`config.mk`:
```
export PLATFORM = sky130hd
export DESIGN_NAME = pipe_stage_buf
export DESIGN_NICKNAME = d
export VERILOG_FILES = /design/src/rtl/pipe_pkg.sv /design/src/rtl/pipe_entry_reg.sv /design/src/rtl/pipe_stage_buf.sv
export SDC_FILE = /design/constraint.sdc
export NUM_CORES = 1
export LEC_CHECK = 0
export ABC_AREA = 1
export CAP_MARGIN = 30
export CORE_AREA = 2 2 155 142
export DETAILED_ROUTE_END_ITERATION = 16
export DIE_AREA = 0 0 157 144
export PLACE_DENSITY = 0.63
export SLEW_MARGIN = 30
export SYNTH_ARGS = -nofsm -noshare
export SYNTH_HDL_FRONTEND = slang
export SYNTH_SLANG_ARGS = --single-unit
```
`constraint.sdc`:
```
create_clock -name clk -period 2.1 [get_ports clk]
set_input_delay 0.42 -clock clk [delete_from_list [all_inputs] [get_ports clk]]
set_output_delay 0.42 -clock clk [all_outputs]
set_load 0.02 [all_outputs]
```
`src/rtl/pipe_pkg.sv`:
```
// Shared types for pipeline stage buffers: occupancy encoding and perf counter width.
package pipe_pkg;

    typedef enum logic [1:0] {
        OCC_EMPTY = 2'd0,
        OCC_ONE   = 2'd1,
        OCC_FULL  = 2'd2
    } pipe_occ_e;

    localparam int unsigned PERF_CNT_W = 32;

    // Saturating increment; holds at all-ones instead of wrapping.
    function automatic logic [PERF_CNT_W-1:0] sat_inc(input logic [PERF_CNT_W-1:0] v);
        return (&v) ? v : v + 1'b1;
    endfunction

endpackage

```
`src/rtl/pipe_entry_reg.sv`:
```
// Enable register with asynchronous active-low clear; holds one {data, pc} entry.
module pipe_entry_reg #(
    parameter int unsigned WIDTH = 32
) (
    input  logic             clk,
    input  logic             rst,
    input  logic             en,
    input  logic [WIDTH-1:0] d,
    output logic [WIDTH-1:0] q
);

    always_ff @(posedge clk or negedge rst) begin
        if (!rst) begin
            q <= '0;
        end else if (en) begin
            q <= d;
        end
    end

endmodule

```
`src/rtl/pipe_stage_buf.sv`:
```
// Inter-stage pipeline register: valid/ready handshake over a 2-entry skid buffer.
// Optional perf counters are built when PIPE_STAGE_BUF_PERF_EN is defined.
module pipe_stage_buf
    import pipe_pkg::*;
#(
    parameter int unsigned DATA_W     = 32,
    parameter int unsigned PC_W       = 32,
    parameter bit          FLUSH_ZERO = 1'b1
) (
    input  logic                  clk,
    input  logic                  rst,
    input  logic                  in_valid,
    output logic                  in_ready,
    input  logic [DATA_W-1:0]     in_data,
    input  logic [PC_W-1:0]       in_pc,
    input  logic                  flush,
    output logic                  out_valid,
    input  logic                  out_ready,
    output logic [DATA_W-1:0]     out_data,
    output logic [PC_W-1:0]       out_pc,
    output logic [PERF_CNT_W-1:0] stall_cnt,
    output logic [PERF_CNT_W-1:0] flush_cnt
);

    localparam int unsigned ENTRY_W = DATA_W + PC_W;

    pipe_occ_e          state_q;
    logic               push;
    logic               pop;
    logic               main_en;
    logic               skid_en;
    logic [ENTRY_W-1:0] main_d;
    logic [ENTRY_W-1:0] main_q;
    logic [ENTRY_W-1:0] skid_q;

    // Ready depends only on registered occupancy, so no ready path crosses stages.
    assign in_ready  = (state_q != OCC_FULL);
    assign out_valid = (state_q != OCC_EMPTY) & ~flush;
    assign push      = in_valid & in_ready;
    assign pop       = out_valid & out_ready;

    always_comb begin
        main_en = 1'b0;
        skid_en = 1'b0;
        main_d  = {in_data, in_pc};
        if (!flush) begin
            unique case (state_q)
                OCC_EMPTY: main_en = push;
                OCC_ONE: begin
                    main_en = push & pop;
                    skid_en = push & ~pop;
                end
                OCC_FULL: begin
                    main_en = pop;
                    main_d  = skid_q;
                end
                default: ;
            endcase
        end
    end

    always_ff @(posedge clk or negedge rst) begin
        if (!rst) begin
            state_q <= OCC_EMPTY;
        end else if (flush) begin
            state_q <= OCC_EMPTY;
        end else begin
            case (state_q)
                OCC_EMPTY: if (push) state_q <= OCC_ONE;
                OCC_ONE: begin
                    if (push && !pop) begin
                        state_q <= OCC_FULL;
                    end else if (pop && !push) begin
                        state_q <= OCC_EMPTY;
                    end
                end
                OCC_FULL:  if (pop) state_q <= OCC_ONE;
                default:   state_q <= OCC_EMPTY;
            endcase
        end
    end

    pipe_entry_reg #(
        .WIDTH(ENTRY_W)
    ) u_main (
        .clk(clk),
        .rst(rst),
        .en (main_en),
        .d  (main_d),
        .q  (main_q)
    );

    pipe_entry_reg #(
        .WIDTH(ENTRY_W)
    ) u_skid (
        .clk(clk),
        .rst(rst),
        .en (skid_en),
        .d  ({in_data, in_pc}),
        .q  (skid_q)
    );

    always_comb begin
        if (FLUSH_ZERO && !out_valid) begin
            out_data = '0;
            out_pc   = '0;
        end else begin
            out_data = main_q[ENTRY_W-1:PC_W];
            out_pc   = main_q[PC_W-1:0];
        end
    end

`ifdef PIPE_STAGE_BUF_PERF_EN
    logic [PERF_CNT_W-1:0] stall_cnt_q;
    logic [PERF_CNT_W-1:0] flush_cnt_q;

    always_ff @(posedge clk or negedge rst) begin
        if (!rst) begin
            stall_cnt_q <= '0;
            flush_cnt_q <= '0;
        end else begin
            if (out_valid && !out_ready) begin
                stall_cnt_q <= sat_inc(stall_cnt_q);
            end
            if (flush && (state_q != OCC_EMPTY)) begin
                flush_cnt_q <= sat_inc(flush_cnt_q);
            end
        end
    end

    assign stall_cnt = stall_cnt_q;
    assign flush_cnt = flush_cnt_q;
`else
    assign stall_cnt = '0;
    assign flush_cnt = '0;
`endif

endmodule

```
==> results.cfg <==
[status]
status = complete, no violations

[drt]
via_per_inst = 4.340
wl_mm = 18.11
wl_per_cell_microns = 12.79
routed-via-count = 6146
drc = 0
drt_iter0_markers = 322
ant_nets = 0
first_pass_iters = 4

[global_routing]
grt_pass1_vias = 5832
grt_pass1_wl_mm = 29.08
grt_max_degree = 69
grt_antenna_before_repair = 0
grt_overflow_total = 0
track_usage = 0.1643

[setup_path]
r2r_end = u_main.q[13]
crit_path_cell_trace = clkdlybuf4s50_1 -> nor2_2 -> inv_2 -> buf_12 -> nor2_1 -> ha_2 -> nand3_2 -> nand3_4 -> nand2_8 -> clkbuf_16 -> nand2_1 -> nand2_1
crit_type = primary input to flip-flop
slowest_delay_ps = 430
critPathRequiredTime_ps = 2400
cp_common_cell = nand2_1
cp_top_family = buffers and inverters
r2r-start = state_q[1]
worst-path-buf-inv = 4
critPathLaunchType = primary input
r2r_cells = 12
cp_data_arrival_time_ps = 2300
slowest_stage = clkdlybuf4s50_1
critPathMaxFanout = 31
cp-end-kind = flip-flop
r2r_slack_ps = 130

[finish]
nFillCells = 2201
diodes = 0
layout-drive-gt1-share = 0.1173
syn_to_final_growth_pct = 24.73
seqCellArea_sq_um = 3254
finish.net_count = 1185
fin_cells = 1416
multi_input_area_sq_um = 2840

[die]
core_region_area_sq_um = 21120
start_util = 0.3414
dieWidth_microns = 157
io_pins = 199
die_h_microns = 144
die-area_sq_um = 22610
num_rows = 51

[logic_synthesis]
yosysWarnings = 0
syn_area_per_cell_sq_um = 7.240
synth_cell_types = 20
ys_seq_area_frac = 0.4512
synthCells = 996
ys_seq_elements = 130
synth_area_sq_um = 7211

[place]
gp_congestion = 0.7459
pre_cts_ws_ps = -336.3
dp_cells = 1383
place_hpwl_mm = 11.39
io_buffers = 134

[timing]
worst_pin_slew_ps = 585.4
slew_violations = 0
setup_viol = 0
clock_skew_ps = 7.834
timing.fmax_mhz = 501.2
fin_crit_ps = 1995
finalWorstSetupSlack_ps = 104.8
finalCritPeriodShare = 0.9501
finalHoldViolations = 0
relSlewSlack = 0.6097

[power_and_ir_drop]
leakagePower_nw = 5.078
power_density_nw_per_um2 = 1071
vdd_drop_max_uv = 483.3

[flow_run]
cap_violations = 0

[min_path]
holdCritStartpoint = u_main.q[14]
worstHoldPathCells = 2
whs_endpoint = u_main.q[14]
hp-class = flip-flop to flip-flop

[cts]
clockBufferDepth = 2
numCtsBuffers = 17
htree_num_levels = 4
cts_tree = built
post-cts-setup-buffers = 0
clock_latency_ps = 410
clock-sinks = 130
clkTransAtPathRegs_ps = 50
cts-root-buf = clkbuf_16
[Yosys cell counts (all sizes together)]
cell | count | area, sq um
dfrtp | 130 | 3253
nand2 | 328 | 1236
buf | 119 | 857.1
nand3 | 135 | 685.7
inv | 137 | 514.3
o21ai | 65 | 325.3
ha | 2 | 25.02
a21oi | 1 | 5.000
clkbuf | 7 | 26.28
conb | 1 | 3.750
nor2 | 71 | 279.0
[layer usage]
metal,up-vias,track usage,share of wire
li1,3141,-,-
met1,2817,0.2162,0.47
met2,166,0.2675,0.47
met3,22,0.03716,0.051
met4,0,0.05649,0.017
met5,-,0,0
[report_power, final]
part           internal (mW)  switching [mW]
registers               3.56           0.578
logic                   1.03            1.58
clock network           1.82            1.05
[cell type report]
class                           count  area share
Sequential cell                   130      0.3619
Inverter                          137     0.05718
Clock inverter                      6    0.008904
Timing Repair Buffer              162      0.1622
Tap cell                          291     0.04048
Clock buffer                       24     0.05356
Multi-Input combinational cell    666      0.3158
[through the flow]
stage	power, mW	utilization	setup TNS, ps	area, sq um	hold slack, ps
after global routing	10.36	0.4258	-254.6	8994	495.1
after global placement	6.824	0.4098	-50200	8655	393.9
after floorplan	5.976	-	0	7447	124.4
after CTS	9.792	0.4386	-62.48	9264	474.5
final	9.628	0.4258	0	8994	468.5
after detailed placement	6.911	0.4098	-53900	8655	396.2
[logic make-up after synthesis]
group                      count (synthesis)  synth area share
DFF                                      130            0.4512
adders and majority gates                  2          0.003470
other                                      1         0.0005201
and+or+nand+nor                          534            0.3052
buffers and inverters                    263            0.1938
AOI/OAI and AO/OA                         66           0.04581
[layout by cell type, fill, tap and decap left out, types with 3 or more instances in the layout]
cell,count
nand3_1,132
buf_4,9
clkbuf_8,3
buf_2,63
inv_2,3
o21ai_1,54
nand2_1,326
clkbuf_1,4
dfrtp_1,129
buf_12,15
clkinv_2,4
clkbuf_16,19
o21ai_0,11
clkdlybuf4s50_1,67
inv_1,134
conb_1,64
nor2_1,67
[repair_timing]
action	in CTS	in global routing
hold buffers	1	0
hold endpoints to repair	43	0
resized for setup	201	64
endpoints found under the setup margin	75	122
cloned	0	2
[sequential cells by signal (all words and copies together), names as in the netlist]
signal,flops
u_skid.q,64
state_q,2
u_main.q,64
[how the worst max path moves through the flow]
stage                               to  slack (ps)  startpoint  cells after the start
after CTS                 out_data[22]         -60  state_q[1]                      6
after floorplan           u_skid.q[17]          50  state_q[0]                     12
after global routing      u_main.q[50]         -20       flush                     12
after global placement    out_data[12]        -310       flush                      6
after detailed placement  u_main.q[11]        -340       flush                     12
final                     u_main.q[13]         100       flush                     12
[worst min-delay path, cell delays in order (launching register included)]
cell and delay, ps:
dfrtp_1 340, nand2_1 50, nand2_1 40
Note: power is estimated with default switching activity, not from simulation.
